===== src/rtl/pipe_flush_ctrl_if.sv =====
// Interface bundling the ID-side inputs and stage/flush outputs of
// pipe_flush_ctrl. The master side (decode stage or bench) drives the
// control bundle and redirect events. The slave side (the controller)
// returns the staged bundles and the flush strobes.
interface pipe_flush_ctrl_if #(
    parameter int CTRL_W = 10,
    parameter int NSTAGE = 3
);
    logic [CTRL_W-1:0]        id_ctrl;
    logic                     id_valid;
    logic                     stall;
    logic                     jump;
    logic                     bne;
    logic                     jr;
    logic [NSTAGE*CTRL_W-1:0] stage_ctrl;
    logic [NSTAGE-1:0]        stage_valid;
    logic                     if_flush;
    logic                     id_flush;
    logic                     flush_busy;
    logic [15:0]              flush_count;

    modport master (
        output id_ctrl, id_valid, stall, jump, bne, jr,
        input  stage_ctrl, stage_valid, if_flush, id_flush, flush_busy, flush_count
    );

    modport slave (
        input  id_ctrl, id_valid, stall, jump, bne, jr,
        output stage_ctrl, stage_valid, if_flush, id_flush, flush_busy, flush_count
    );
endinterface


===== src/rtl/pipe_flush_ctrl.sv =====
// pipe_flush_ctrl: carries the decoded control bundle from ID through NSTAGE
// downstream stage registers. It inserts bubbles on stall or ID flush, and it
// drives IF/ID discard strobes over multi-cycle branch/jump penalty windows.
// Optional feature macro: FLUSH_STATS_EN enables a saturating 16-bit count of
// bubbles that displaced a valid ID instruction. Without the macro,
// flush_count is tied to zero.
module pipe_flush_ctrl #(
    parameter int CTRL_W      = 10,
    parameter int NSTAGE      = 3,
    parameter int BR_PENALTY  = 1,
    parameter int JMP_PENALTY = 1
) (
    input  logic                 clk,
    input  logic                 reset,
    pipe_flush_ctrl_if.slave     bus
);
    typedef enum logic {
        MODE_JMP = 1'b0,
        MODE_BR  = 1'b1
    } mode_t;

    // The counter holds the window cycles remaining after the event cycle.
    // The event cycle itself is covered combinationally by the event inputs.
    localparam logic [3:0] BR_LOAD  = 4'(BR_PENALTY - 1);
    localparam logic [3:0] JMP_LOAD = 4'(JMP_PENALTY - 1);

    logic [3:0]        cnt_reg;
    mode_t             mode_reg;
    logic [CTRL_W-1:0] ctrl_reg [NSTAGE];
    logic [NSTAGE-1:0] valid_reg;

    logic redirect;
    logic window_active;
    logic if_flush_int;
    logic id_flush_int;
    logic bubble;

    assign redirect      = bus.bne | bus.jr;
    assign window_active = (cnt_reg != 4'd0);

    // Flush strobes are suppressed while reset is high, so a window cut short
    // by reset never discards anything in that cycle.
    assign if_flush_int = !reset & (redirect | bus.jump | window_active);
    assign id_flush_int = !reset & (redirect | (window_active & (mode_reg == MODE_BR)));
    assign bubble       = bus.stall | id_flush_int | !bus.id_valid;

    assign bus.if_flush   = if_flush_int;
    assign bus.id_flush   = id_flush_int;
    assign bus.flush_busy = window_active;

    // Penalty window sequencer. A redirect takes priority over a jump. A new
    // event reloads the window rather than extending it.
    always_ff @(posedge clk) begin
        if (reset) begin
            cnt_reg  <= 4'd0;
            mode_reg <= MODE_JMP;
        end else if (redirect) begin
            cnt_reg  <= BR_LOAD;
            mode_reg <= MODE_BR;
        end else if (bus.jump) begin
            cnt_reg  <= JMP_LOAD;
            mode_reg <= MODE_JMP;
        end else if (window_active) begin
            cnt_reg  <= cnt_reg - 4'd1;
        end
    end

    // Stage shift register. Stage 0 takes either the ID bundle or a zeroed
    // bubble. Later stages always advance, so a stall drains older bundles.
    always_ff @(posedge clk) begin
        if (reset) begin
            for (int k = 0; k < NSTAGE; k++) begin
                ctrl_reg[k] <= '0;
            end
            valid_reg <= '0;
        end else begin
            if (bubble) begin
                ctrl_reg[0]  <= '0;
                valid_reg[0] <= 1'b0;
            end else begin
                ctrl_reg[0]  <= bus.id_ctrl;
                valid_reg[0] <= 1'b1;
            end
            for (int k = 1; k < NSTAGE; k++) begin
                ctrl_reg[k]  <= ctrl_reg[k-1];
                valid_reg[k] <= valid_reg[k-1];
            end
        end
    end

    // Flatten the per-stage bundles onto the packed output bus.
    generate
        for (genvar gi = 0; gi < NSTAGE; gi++) begin : g_stage_out
            assign bus.stage_ctrl[gi*CTRL_W +: CTRL_W] = ctrl_reg[gi];
        end
    endgenerate

    assign bus.stage_valid = valid_reg;

`ifdef FLUSH_STATS_EN
    logic [15:0] count_reg;

    // Count bubbles that displaced a real instruction, saturating at all-ones.
    always_ff @(posedge clk) begin
        if (reset) begin
            count_reg <= 16'd0;
        end else if (bus.id_valid && (bus.stall || id_flush_int) && (count_reg != 16'hFFFF)) begin
            count_reg <= count_reg + 16'd1;
        end
    end

    assign bus.flush_count = count_reg;
`else
    assign bus.flush_count = 16'd0;
`endif
endmodule

===== src/flat_wrapper.sv =====
// flat-port wrapper written by rule: the top's interface ports become plain ports
module pipe_flush_ctrl_flat 
#(
    parameter int CTRL_W      = 10,
    parameter int NSTAGE      = 3,
    parameter int BR_PENALTY  = 1,
    parameter int JMP_PENALTY = 1
)
  (clk, reset, bus_id_ctrl, bus_id_valid, bus_stall, bus_jump, bus_bne, bus_jr, bus_stage_ctrl, bus_stage_valid, bus_if_flush, bus_id_flush, bus_flush_busy, bus_flush_count);
  pipe_flush_ctrl_if #(.CTRL_W(CTRL_W), .NSTAGE(NSTAGE)) bus_i ();
  input  logic clk;
  input  logic reset;
  input wire logic [$bits(bus_i.id_ctrl)-1:0] bus_id_ctrl;
  input wire logic [$bits(bus_i.id_valid)-1:0] bus_id_valid;
  input wire logic [$bits(bus_i.stall)-1:0] bus_stall;
  input wire logic [$bits(bus_i.jump)-1:0] bus_jump;
  input wire logic [$bits(bus_i.bne)-1:0] bus_bne;
  input wire logic [$bits(bus_i.jr)-1:0] bus_jr;
  output wire logic [$bits(bus_i.stage_ctrl)-1:0] bus_stage_ctrl;
  output wire logic [$bits(bus_i.stage_valid)-1:0] bus_stage_valid;
  output wire logic [$bits(bus_i.if_flush)-1:0] bus_if_flush;
  output wire logic [$bits(bus_i.id_flush)-1:0] bus_id_flush;
  output wire logic [$bits(bus_i.flush_busy)-1:0] bus_flush_busy;
  output wire logic [$bits(bus_i.flush_count)-1:0] bus_flush_count;
  assign bus_i.id_ctrl = bus_id_ctrl;
  assign bus_i.id_valid = bus_id_valid;
  assign bus_i.stall = bus_stall;
  assign bus_i.jump = bus_jump;
  assign bus_i.bne = bus_bne;
  assign bus_i.jr = bus_jr;
  assign bus_stage_ctrl = bus_i.stage_ctrl;
  assign bus_stage_valid = bus_i.stage_valid;
  assign bus_if_flush = bus_i.if_flush;
  assign bus_id_flush = bus_i.id_flush;
  assign bus_flush_busy = bus_i.flush_busy;
  assign bus_flush_count = bus_i.flush_count;
  pipe_flush_ctrl #(.CTRL_W(CTRL_W), .NSTAGE(NSTAGE), .BR_PENALTY(BR_PENALTY), .JMP_PENALTY(JMP_PENALTY)) u_core (.clk(clk), .reset(reset), .bus(bus_i));
endmodule

===== config.mk =====
export PLATFORM = sky130hd
export DESIGN_NAME = pipe_flush_ctrl_flat
export DESIGN_NICKNAME = d
export VERILOG_FILES = /design/src/rtl/pipe_flush_ctrl_if.sv /design/src/rtl/pipe_flush_ctrl.sv /design/src/flat_wrapper.sv
export SDC_FILE = /design/constraint.sdc
export NUM_CORES = 1
export LEC_CHECK = 0
export CAP_MARGIN = 20
export CORE_MARGIN = 3
export CORE_UTILIZATION = 30
export DETAILED_ROUTE_END_ITERATION = 10
export GPL_TIMING_DRIVEN = 0
export PLACE_DENSITY = 0.7
export SLEW_MARGIN = 20
export SYNTH_ARGS = -nofsm -noshare
export SYNTH_HDL_FRONTEND = slang
export SYNTH_SLANG_ARGS = --single-unit

===== constraint.sdc =====
create_clock -name clk -period 2 [get_ports clk]
set_input_delay 0.5 -clock clk [delete_from_list [all_inputs] [get_ports clk]]
set_output_delay 0.5 -clock clk [all_outputs]
set_load 0.03 [all_outputs]

==> reports/results.ini <==
[status]
status=finished, violations left
violations=setup timing

[global_routing]
antenna_found_initial=0
grt_pass1_wl_mm=4.981
grt-busiest-layer=met2
gr-total-overflow=0
grt_pass1_vias=1076
grt.total_usage=0.1073
grt_use_met3=0.03401
grt_util_met1=0.09811
grt.met2_usage=0.2029
grt_start_max_net_pins=13

[cts]
clkLatencyLatePin_ns=0.29
hold_buffers=0
root_buffer=clkbuf_8
cts_tree=done
cts_inserted_buffers=5
cts_buffer_depth=2
htree_levels=2
clkTransAtPathRegs_ns=0.07
clkSinkCount=38

[timing]
skew_ns=0.004093
rsz0062_at_grt=yes
finalSetupViolations=3
slew_headroom=0.6467
finalHoldViolations=0
worst_pin_slew_ns=0.5300
period_share=1.062
slew_viol_final=0
fin_ws_ns=-0.1236
max_freq_mhz=470.9
fin_crit_ns=2.124

[detailed_routing]
post_drt_wl_per_cell_um=10.72
via_per_inst=3.662
drtIter0Drc=36
drt-pass1-iter-count=2
drc_errors=0
ant_nets=0
finalWirelength_mm=3.142
vias=1073

[placed_design]
place_ws_ns=-0.5880
dp_hpwl_mm=2.419
io_buffer_count=51
place_congestion=0.6912

[worst_hold_path]
hp-class=reg -> reg

[synth]
ys_seq_area_frac=0.6661
syn_area_per_cell_um2=13.61
synth.distinct_cells=25
yosysWarnings=0
syn_inst=117
synth_common_cells=edfxtp_1 (30), nor2b_1 (18), buf_4 (16)
synth-edff-count=30
async_reset_ff_frac=0
syn-cell-area_um2=1593
synth_seq_cells=38
synth_area_leaders=edfxtp_1 (57%), dfxtp_1 (10%), buf_4 (7.5%), nor2b_1 (7.1%), and2_1 (3.5%)
synth_top_area_share=0.5656
synth-main-ff-cell=edfxtp_1
yosysTopAreaCell=edfxtp_1
synth_most_common_cell=edfxtp_1

[layout]
fill_cells=469
register_area_um2=1064
syn2layout_area_growth_pct=59.15
largest_reg_flops=30
drive_gt1_frac=0.1903
final_nets=243
multi_input_area_um2=579.3
diodes=0

[worst_setup_path]
worstPathArrival_ns=1.62
worst-setup-path-type=reg -> out
worstPathRequired_ns=1.50
cp-end-kind=primary output
crit_path_max_incr_delay_ns=0.42
worstPathCellList=inv_2, ha_4, or3b_4, a21boi_2, nor2_1, buf_4
crit_family=simple AND/OR/NAND/NOR gates
worstPathBufferInverterCount=2
crit_slowest_cell=or3b_4
path_max_fanout=4
crit_path_start_kind=flip-flop

[power]
p_total_mw=1.817
power_density_nw_per_um2=716.6
leakagePower_nw=1.061
ir_drop_mv=0.2548

[floorplanning]
pin_count=69
core-area_um2=4911
rows=25
die_x_um=78.87
fp.dieH_um=78.87
dieArea_um2=6220
start_util=0.3243

[flow_run]
max-cap-violations=0

final cells by class:
class                      instances  share of cell area
sequential                        38              0.4195
clock inverter                     3             0.01579
clock buffer                       5             0.02715
buffer                            19             0.05232
multi-input combinational        101              0.2285
inverter                           2            0.002962
tap                               67             0.03307
timing repair buffer              58              0.2206
metrics by stage:
step	instances	hold WS, ns	TNS, ns	util	cell area (um2)
global placement	279	0.4495	-4.009	0.4790	2352
global route	293	0.4834	-0.5431	0.5162	2535
floorplan	161	0.4780	0	-	1758
detailed placement	279	0.4558	-4.194	0.4790	2352
CTS	293	0.4763	-0.5608	0.5121	2515
finish	293	0.4723	-0.3328	0.5162	2535
cell usage in the layout (no fill, tap or decap), types with 2 or more instances in the layout:
cell type | synthesis | routed
clkdlybuf4s50_1 | 0 | 47
conb_1 | 2 | 46
edfxtp_1 | 30 | 30
buf_4 | 16 | 25
nor2b_1 | 18 | 18
and2_1 | 9 | 9
nor2_1 | 8 | 8
dfxtp_1 | 8 | 6
clkbuf_8 | 0 | 5
and2b_1 | 4 | 4
xnor2_1 | 3 | 3
inv_2 | 0 | 2
nand2b_1 | 2 | 2
clkinv_2 | 0 | 2
dfxtp_2 | 0 | 2
logic make-up after synthesis:
| logic type | count (synthesis) | synth area share |
|---|---|---|
| compound gates | 4 | 0.02985 |
| xor+xnor | 3 | 0.01650 |
| fa+ha+maj | 1 | 0.007854 |
| buf+inv | 22 | 0.09505 |
| flops | 38 | 0.6661 |
| other cells | 2 | 0.004715 |
| simple gates | 47 | 0.1799 |
worst register-to-register path, stage by stage, from the launching register on:
cell and delay [ns]:
dfxtp_2 0.33, inv_2 0.06, ha_4 0.13, or3b_4 0.42, buf_4 0.17, a2111oi_4 0.27
buf_4 0.20, and2_1 0.14
worst paths after layout:
check	endpoint	from	slack [ns]	cells after the start
setup reg to reg	u_core.ctrl_reg[0][7]	u_core.cnt_reg[1]	0.16	7
hold / removal	u_core.bus.stage_valid[1]	u_core.bus.stage_valid[0]	0.47	1
setup / recovery	bus_id_flush	u_core.cnt_reg[1]	-0.12	6
hold reg to reg	u_core.bus.stage_valid[1]	u_core.bus.stage_valid[0]	0.47	1
layer usage:
layer / vias to the layer above / routed length, um
li1: 546 / -
met2: 34 / 1787
met1: 487 / 1075
met4: 0 / 73
met5: - / 0
met3: 6 / 206
report_power, final:
group          internal [mW]  switching (mW)
logic                  0.119           0.164
registers              0.889          0.0145
clock network          0.367           0.264
repair_timing:
item / 4_1_cts / 5_1_grt
buffers inserted: 6 / 1
resized for setup: 20 / 5
pin swaps: 2 / 2
endpoints found under the setup margin: 12 / 12
No activity file was read; power rests on OpenSTA's default activity.
